### config.mk
export PLATFORM = sky130hd
export DESIGN_NAME = temp_sample_conditioner
export DESIGN_NICKNAME = d
export VERILOG_FILES = /design/src/rtl/temp_sample_conditioner.sv
export SDC_FILE = /design/constraint.sdc
export NUM_CORES = 1
export LEC_CHECK = 0
export ABC_AREA = 1
export CAP_MARGIN = 20
export CORE_MARGIN = 2
export CORE_UTILIZATION = 53
export DETAILED_ROUTE_END_ITERATION = 7
export GPL_TIMING_DRIVEN = 0
export PLACE_DENSITY = 0.75
export RECOVER_POWER = 100
export SLEW_MARGIN = 20
export SYNTH_ARGS = -nofsm -noshare
export SYNTH_HDL_FRONTEND = slang
export SYNTH_SLANG_ARGS = --single-unit
### constraint.sdc
create_clock -name clk -period 2.6 [get_ports clk]
set_clock_uncertainty 0.15 [all_clocks]
set_input_delay 0.52 -clock clk [delete_from_list [all_inputs] [get_ports clk]]
set_output_delay 0.52 -clock clk [all_outputs]
set_load 0.02 [all_outputs]
### src/rtl/temp_sample_conditioner.sv
// Sliding-window averager for raw sensor temperatures: saturates the mean into
// the 0..31 range of the thermostat FSM and flags a stalled sensor by timeout.
module temp_sample_conditioner #(
  parameter int AVG_LOG2 = 2,
  parameter int IN_W     = 8,
  parameter int TIMEOUT  = 1000
) (
  input  logic            clk,
  input  logic            rst,
  input  logic            raw_valid,
  input  logic [IN_W-1:0] raw_temp,
  output logic [4:0]      temp,
  output logic            temp_valid,
  output logic            ready,
  output logic            fault
);

  localparam int N     = 1 << AVG_LOG2;
  localparam int SUM_W = IN_W + AVG_LOG2;
  localparam int CNT_W = $clog2(TIMEOUT + 1);

  typedef enum logic {FILL, RUN} state_t;

  state_t             state, state_n;
  logic [IN_W-1:0]    win   [N];
  logic [IN_W-1:0]    win_n [N];
  logic [SUM_W-1:0]   sum, sum_n, sum_acc;
  logic [AVG_LOG2-1:0] fill, fill_n;
  logic [CNT_W-1:0]   tcnt, tcnt_n;
  logic [4:0]         temp_p1, temp_n;
  logic               vld_p1, vld_n;
  logic               ready_n, fault_n;

  // Truncating mean of a window sum, clamped to the 5-bit temperature range.
  function automatic logic [4:0] sat5(input logic [SUM_W-1:0] s);
    logic [SUM_W-1:0] a;
    a = s >> AVG_LOG2;
    if (a > SUM_W'(31)) return 5'd31;
    else                return a[4:0];
  endfunction

  always_comb begin
    state_n = state;
    win_n   = win;
    sum_n   = sum;
    fill_n  = fill;
    tcnt_n  = tcnt;
    temp_n  = temp_p1;
    vld_n   = 1'b0;
    ready_n = ready;
    fault_n = fault;
    sum_acc = sum + SUM_W'(raw_temp) - SUM_W'(win[N-1]);

    if (raw_valid) begin
      // An accepted sample always restarts the timeout and clears any fault.
      tcnt_n  = '0;
      fault_n = 1'b0;
      sum_n   = sum_acc;
      win_n[0] = raw_temp;
      for (int i = 1; i < N; i++) win_n[i] = win[i-1];
      if (state == FILL) begin
        if (fill == AVG_LOG2'(N - 1)) begin
          state_n = RUN;
          ready_n = 1'b1;
          temp_n  = sat5(sum_acc);
          vld_n   = 1'b1;
          fill_n  = '0;
        end else begin
          fill_n = fill + AVG_LOG2'(1);
        end
      end else begin
        temp_n = sat5(sum_acc);
        vld_n  = 1'b1;
      end
    end else if (tcnt != CNT_W'(TIMEOUT)) begin
      tcnt_n = tcnt + CNT_W'(1);
      // Stalled sensor: drop all history but keep the last reported temp.
      if (tcnt == CNT_W'(TIMEOUT - 1)) begin
        fault_n = 1'b1;
        ready_n = 1'b0;
        state_n = FILL;
        fill_n  = '0;
        sum_n   = '0;
        win_n   = '{default: '0};
      end
    end
  end

  always_ff @(posedge clk) begin
    if (rst) begin
      state   <= FILL;
      win     <= '{default: '0};
      sum     <= '0;
      fill    <= '0;
      tcnt    <= '0;
      temp_p1 <= '0;
      vld_p1  <= 1'b0;
      ready   <= 1'b0;
      fault   <= 1'b0;
    end else begin
      state   <= state_n;
      win     <= win_n;
      sum     <= sum_n;
      fill    <= fill_n;
      tcnt    <= tcnt_n;
      temp_p1 <= temp_n;
      vld_p1  <= vld_n;
      ready   <= ready_n;
      fault   <= fault_n;
    end
  end

  assign temp       = temp_p1;
  assign temp_valid = vld_p1;

endmodule

* After elaboration in Yosys (flattened, before gate mapping)
Index checks and enable logic that the tools add are counted.
** Cells by class
- Mux-type cells :: 22
- Order comparisons :: 1
- Equality and inequality tests :: 5
- Add/subtract/negate cells :: 4
- Reductions and logical operators :: 10
- Bitwise logic cells :: 1
** Operator list (count)
- $mux W32 :: 3
- $mux W10 :: 3
- $mux W5 :: 3
- $add A10 B1 Y10 const B :: 1
- $add A10 B8 Y10 :: 1
- $eq A10 B10 Y1 const B :: 1
- $mux W2 :: 5
- $ne A10 B10 Y1 const B :: 1
- $sub A10 B8 Y10 :: 1
- $gt A8 B5 Y1 const B :: 1
- $mux W1 :: 8
- $reduce_and A2 Y1 :: 3
- $reduce_bool A2 Y1 :: 3
- $reduce_and A4 Y1 :: 1
- $reduce_or A2 Y1 :: 2
- $reduce_and A3 Y1 :: 1
- $add A2 B1 Y2 const B :: 1
- $eq A2 B2 Y1 const B :: 1
- $ne A2 B1 Y1 const B :: 1
- $ne A2 B2 Y1 const B :: 1
- $not A1 Y1 :: 1
** Storage, ports and cells
- Output and inout port bits :: 8
- Register bits after elaboration :: 63
- Word-level logic and storage cells :: 55
- Input bits :: 11

* Logic depth before layout (Yosys ltp)
- Depth in word-level cells :: 6
- Gate-level depth with buffers :: 16
- Depth with buffers taken out :: 16

* Worst setup path before layout
No wires, ideal clock.
- Kind :: input -> register
- Start :: input port raw_temp[1]
- End :: register temp_p1[4] (netlist: temp[4])
- Data required time :: 2.333 ns
- Cell stages on the path :: 13
- Arrival time :: 2.273 ns
- Setup slack :: 0.060 ns
- Library setup time :: 0.117 ns
- Path buffers :: 0
- Cell sequence :: fa_1 > inv_1 > fa_1 > inv_1 > nand3_1 > nand2_1 > nand3_1 > nand2_1 > nand2_1 > nand2_2 > nand3_2 > nor2_1 > nor2_1
** Between the ends
- Word-level cells in the longest chain between the ends :: 6
** RTL lines
- start, declared :: line 11 : input logic [IN_W-1:0] raw_temp,
- $add A10 B8 Y10 * :: line 52 : sum_acc = sum + SUM_W'(raw_temp) - SUM_W'(win[N-1]);
- $sub A10 B8 Y10 * :: line 52
- $gt A8 B5 Y1 :: line 38 : if (a > SUM_W'(31)) return 5'd31;
- $mux W5 * :: line 38
- $mux W5 :: line 62 : if (fill == AVG_LOG2'(N - 1)) begin
- $mux W5 * :: line 61 : if (state == FILL) begin
- end signal, assigned :: line 106 : temp_p1 <= temp_n;
- end, declared :: line 30 : logic [4:0] temp_p1, temp_n;
Mark *: on every way between the ends. The rest lies on a longest branch, timed or not. The select of a mux whose other input is x is not followed.
A chain may end at the register's enable or synchronous reset.

* Worst setup path after layout
Same ends and word-level chain as after synthesis.

==> key figures <==
GRT
  • Largest net degree at the start of global routing: 11
  • Vias in the first global route: 2641
  • GRT overflow: 0
  • Global-route wire length before repair: 11700 um
  • Initial antenna violation count: 0
  • GRT Total Usage: 23.5%

Final layout
  • FF/Latch Area: 1260 um2
  • Layout area overhead: 21.1%
  • Layout cells sized above 1: 16.0%
  • Multi-input gate area: 1780 um2
  • Nets: 491
  • Post-route insts no fill: 538
  • Filler cell count: 468
  • Ant diodes: 0

Logic synthesis
  • Synth Flop Type: dfxtp_1
  • Mux share of post-synthesis cell area: 0%
  • Synthesized instance count: 424
  • Post-synth EDFFs: 0
  • Mean Syn Cell Area: 7.51 um2
  • Sequential area share after synthesis: 39.6%
  • Main combinational cell family by area after synthesis: simple AND/OR/NAND/NOR gates
  • Area leader, netlist: dfxtp_1
  • Syn nets: 456
  • Ys async rst share: 0%
  • Area contributors post-synth: dfxtp_1, nand2_1, a21oi_1
  • Synth Area in Simple Gates: 26.0%
  • Yosys top cell area share: 39.6%
  • Compound-gate portion of the synthesized area: 11.8%
  • Seq cells post-synth: 63
  • Post-Synth XOR/XNOR Area: 2.48%
  • Library cells used by synthesis: 33
  • Mapped Area: 3180 um2
  • Post-synthesis adder-cell area fraction: 10.1%
  • Synth warn: 0

Worst setup path
  • WS Path Type: input port to flip-flop
  • Crit path from: raw_temp[1]
  • Startpoint types: input port
  • R2R depth: 16
  • Slowest stage cell, crit path: fa_1
  • Slowest cell delay on critical path: 0.58 ns
  • Critical Path RT: 2.68 ns
  • Worst path bufs/invs: 3
  • Worst flop-to-flop path endpoint: temp[4]$_SDFFE_PP0P_
  • WP data arrival: 2.58 ns
  • Reg-to-Reg Start: sum[0]$_SDFFE_PP0P_
  • Critical-path cell list: dlygate4sd2_1 -> fa_1 -> inv_1 -> fa_2 -> inv_1 -> nand3_1 -> nand2_2 -> nand3_2 -> nand2_1 -> nand2_1 -> nand2_2 -> nand3_2 -> nor2_1 -> nor2_1
  • R2r setup slk: 0.19 ns
  • Worst path depth: 14
  • Endpoint class of the critical path: flip-flop
  • Worst Setup EP: temp[4]$_SDFFE_PP0P_
  • Crit path max fanout: 4
  • Top Family by Delay on Critical Path: adder cells

Placement
  • Cells after DPL: 517
  • Pre-CTS setup slack: -0.643 ns
  • Port buffer count: 18
  • RePlAce Congestion: 0.828
  • DP HPWL: 4920 um

Die
  • Starting Density: 54.4%
  • Die width: 81.5 um
  • DIE AREA: 6640 um2
  • Std-Cell Rows: 28
  • Core ar.: 5850 um2
  • Top Ports: 19
  • Die span in y: 81.5 um

STA
  • Final hold viol count: 0
  • RSZ-0062 raised after global routing: false
  • Worst Hold Margin: 0.308 ns
  • # setup viols final: 0
  • Slew Viols, Final: 0
  • Fin worst setup slack: 0.103 ns
  • Final Critical Period: 2.50 ns
  • Measured slew at the worst slew-check pin: 0.575 ns
  • Tcrit/Tclk final: 96.0%
  • Max Fclk: 0.401 GHz
  • Worst rel slew slack: 61.6%

Clocking
  • Htree depth: 3
  • CTS tree: built
  • Num Clock Sinks: 63
  • CTS Buffer Depth: 2
  • CTS root buf: clkbuf_8
  • Clk_lat worst skew: 0.34 ns
  • CTS Buf Count: 9
  • Reg clk slew, reported paths: 0.07 ns

Pwr
  • Total power: 3250 uW
  • Leak: 0.00163 uW
  • Max VDD drop: 0.514 mV
  • PD cells: 844 nW/um2

Drt
  • Via density: 5.14
  • Initial DRC Count: 135
  • Drt drc: 0
  • Total number of vias: 2766
  • Wire length per cell: 13.4 um
  • Remaining antenna violation count after routing: 0
  • DR pass1 iterations: 4
  • Total Wirelength: 7200 um

Outcome
  • Outcome: finished, final reports clean

Job
  • Max Cap Violations: 0

Hold path
  • Worst hold path type: flip-flop to flip-flop
-- state kept, by name, summed over array words and instances, names as in the netlist --
| signal | cells |
|---|---|
| state | 1 |
| win | 32 |
| sum | 10 |
| temp | 5 |
| tcnt | 10 |
| fill | 2 |
| ready | 1 |
| fault | 1 |
| temp_valid | 1 |
-- stage by stage --
step / setup TNS [ns] / utilization, % / instance area, um2
6_report: 0 / 65.9 / 3850
3_3_place_gp: -6.00 / 59.1 / 3460
3_5_place_dp: -6.44 / 59.1 / 3460
5_1_grt: 0 / 65.9 / 3850
4_1_cts: 0 / 65.3 / 3820
2_1_floorplan: 0 / - / 3180
-- routing by layer --
| metal | part of all wire [%] | global-route usage [%] |
|---|---|---|
| met5 | 0 | 0 |
| met2 | 48 | 40.2 |
| met4 | 2.1 | 7.97 |
| met1 | 44 | 28.2 |
| met3 | 5.9 | 6.92 |
-- tightest hold or removal path, stage by stage, from the launching register on --
cell and delay, ns:
dfxtp_1 0.31, nand2_1 0.06, a21oi_1 0.05
-- layout by cell type (no fill, tap or decap), types with 7 or more instances in the layout --
cell / synthesis / layout
nand2_1: 125 / 117
dfxtp_1: 63 / 62
inv_1: 61 / 57
a21oi_1: 57 / 54
nor2_1: 17 / 16
nand2_2: 7 / 14
clkbuf_1: 8 / 12
nand3_1: 11 / 10
o21ai_0: 10 / 10
dlygate4sd3_1: 0 / 10
clkbuf_8: 0 / 9
fa_1: 8 / 7
ha_4: 0 / 7
-- Yosys cell counts, drive strengths merged (4+ instances only) --
cell / number
a21oi: 59
buf: 6
clkbuf: 8
dfxtp: 63
fa: 8
ha: 13
inv: 62
nand2: 134
nand3: 16
nand4: 4
nor2: 18
nor3: 5
o21ai: 11
xor2: 6
-- final cells by class --
class / instances / area share, %
Multi-Input combinational cell: 285 / 46.2
Sequential cell: 63 / 32.7
Inverter: 62 / 6.04
Timing Repair Buffer: 24 / 5.84
Clock buffer: 11 / 3.41
Tap cell: 75 / 2.43
Buffer: 14 / 2.14
Clock inverter: 4 / 1.23
-- power breakdown --
part / internal, uW / total, uW / switching (uW)
clock network: 435 / 809 / 374
registers: 1030 / 1070 / 38.8
logic: 564 / 1380 / 813
-- worst min-delay path by stage --
stage,from,to,depth (start not counted)
floorplan,sum[2]$_SDFFE_PP0P_,sum[2]$_SDFFE_PP0P_,2
detailed placement,win[14]$_SDFFE_PP0P_,win[14]$_SDFFE_PP0P_,2
CTS,win[13]$_SDFFE_PP0P_,win[13]$_SDFFE_PP0P_,2
global route,win[27]$_SDFFE_PP0P_,win[27]$_SDFFE_PP0P_,2
finish,win[23]$_SDFFE_PP0P_,win[23]$_SDFFE_PP0P_,2
global placement,fault$_SDFFE_PP0P_,fault$_SDFFE_PP0P_,2
-- cell families (layout without fill, tap and decap cells) --
logic type                 count (synthesis)  after routing
buffers and inverters                     76            115
AOI/OAI and AO/OA                         72             72
and+or+nand+nor                          183            183
xor gates and xnor gates                   9              9
DFF                                       63             63
adders and majority gates                 21             21
-- repair_timing --
action                     in CTS  in global routing
hold buffers                    0                  0
setup endpoints to repair      11                  6
buffers inserted                4                  2
gates resized for setup        36                  8
hold endpoints to repair        0                  0
pin swaps                      16                 10
(Power assumes the default switching activity.)
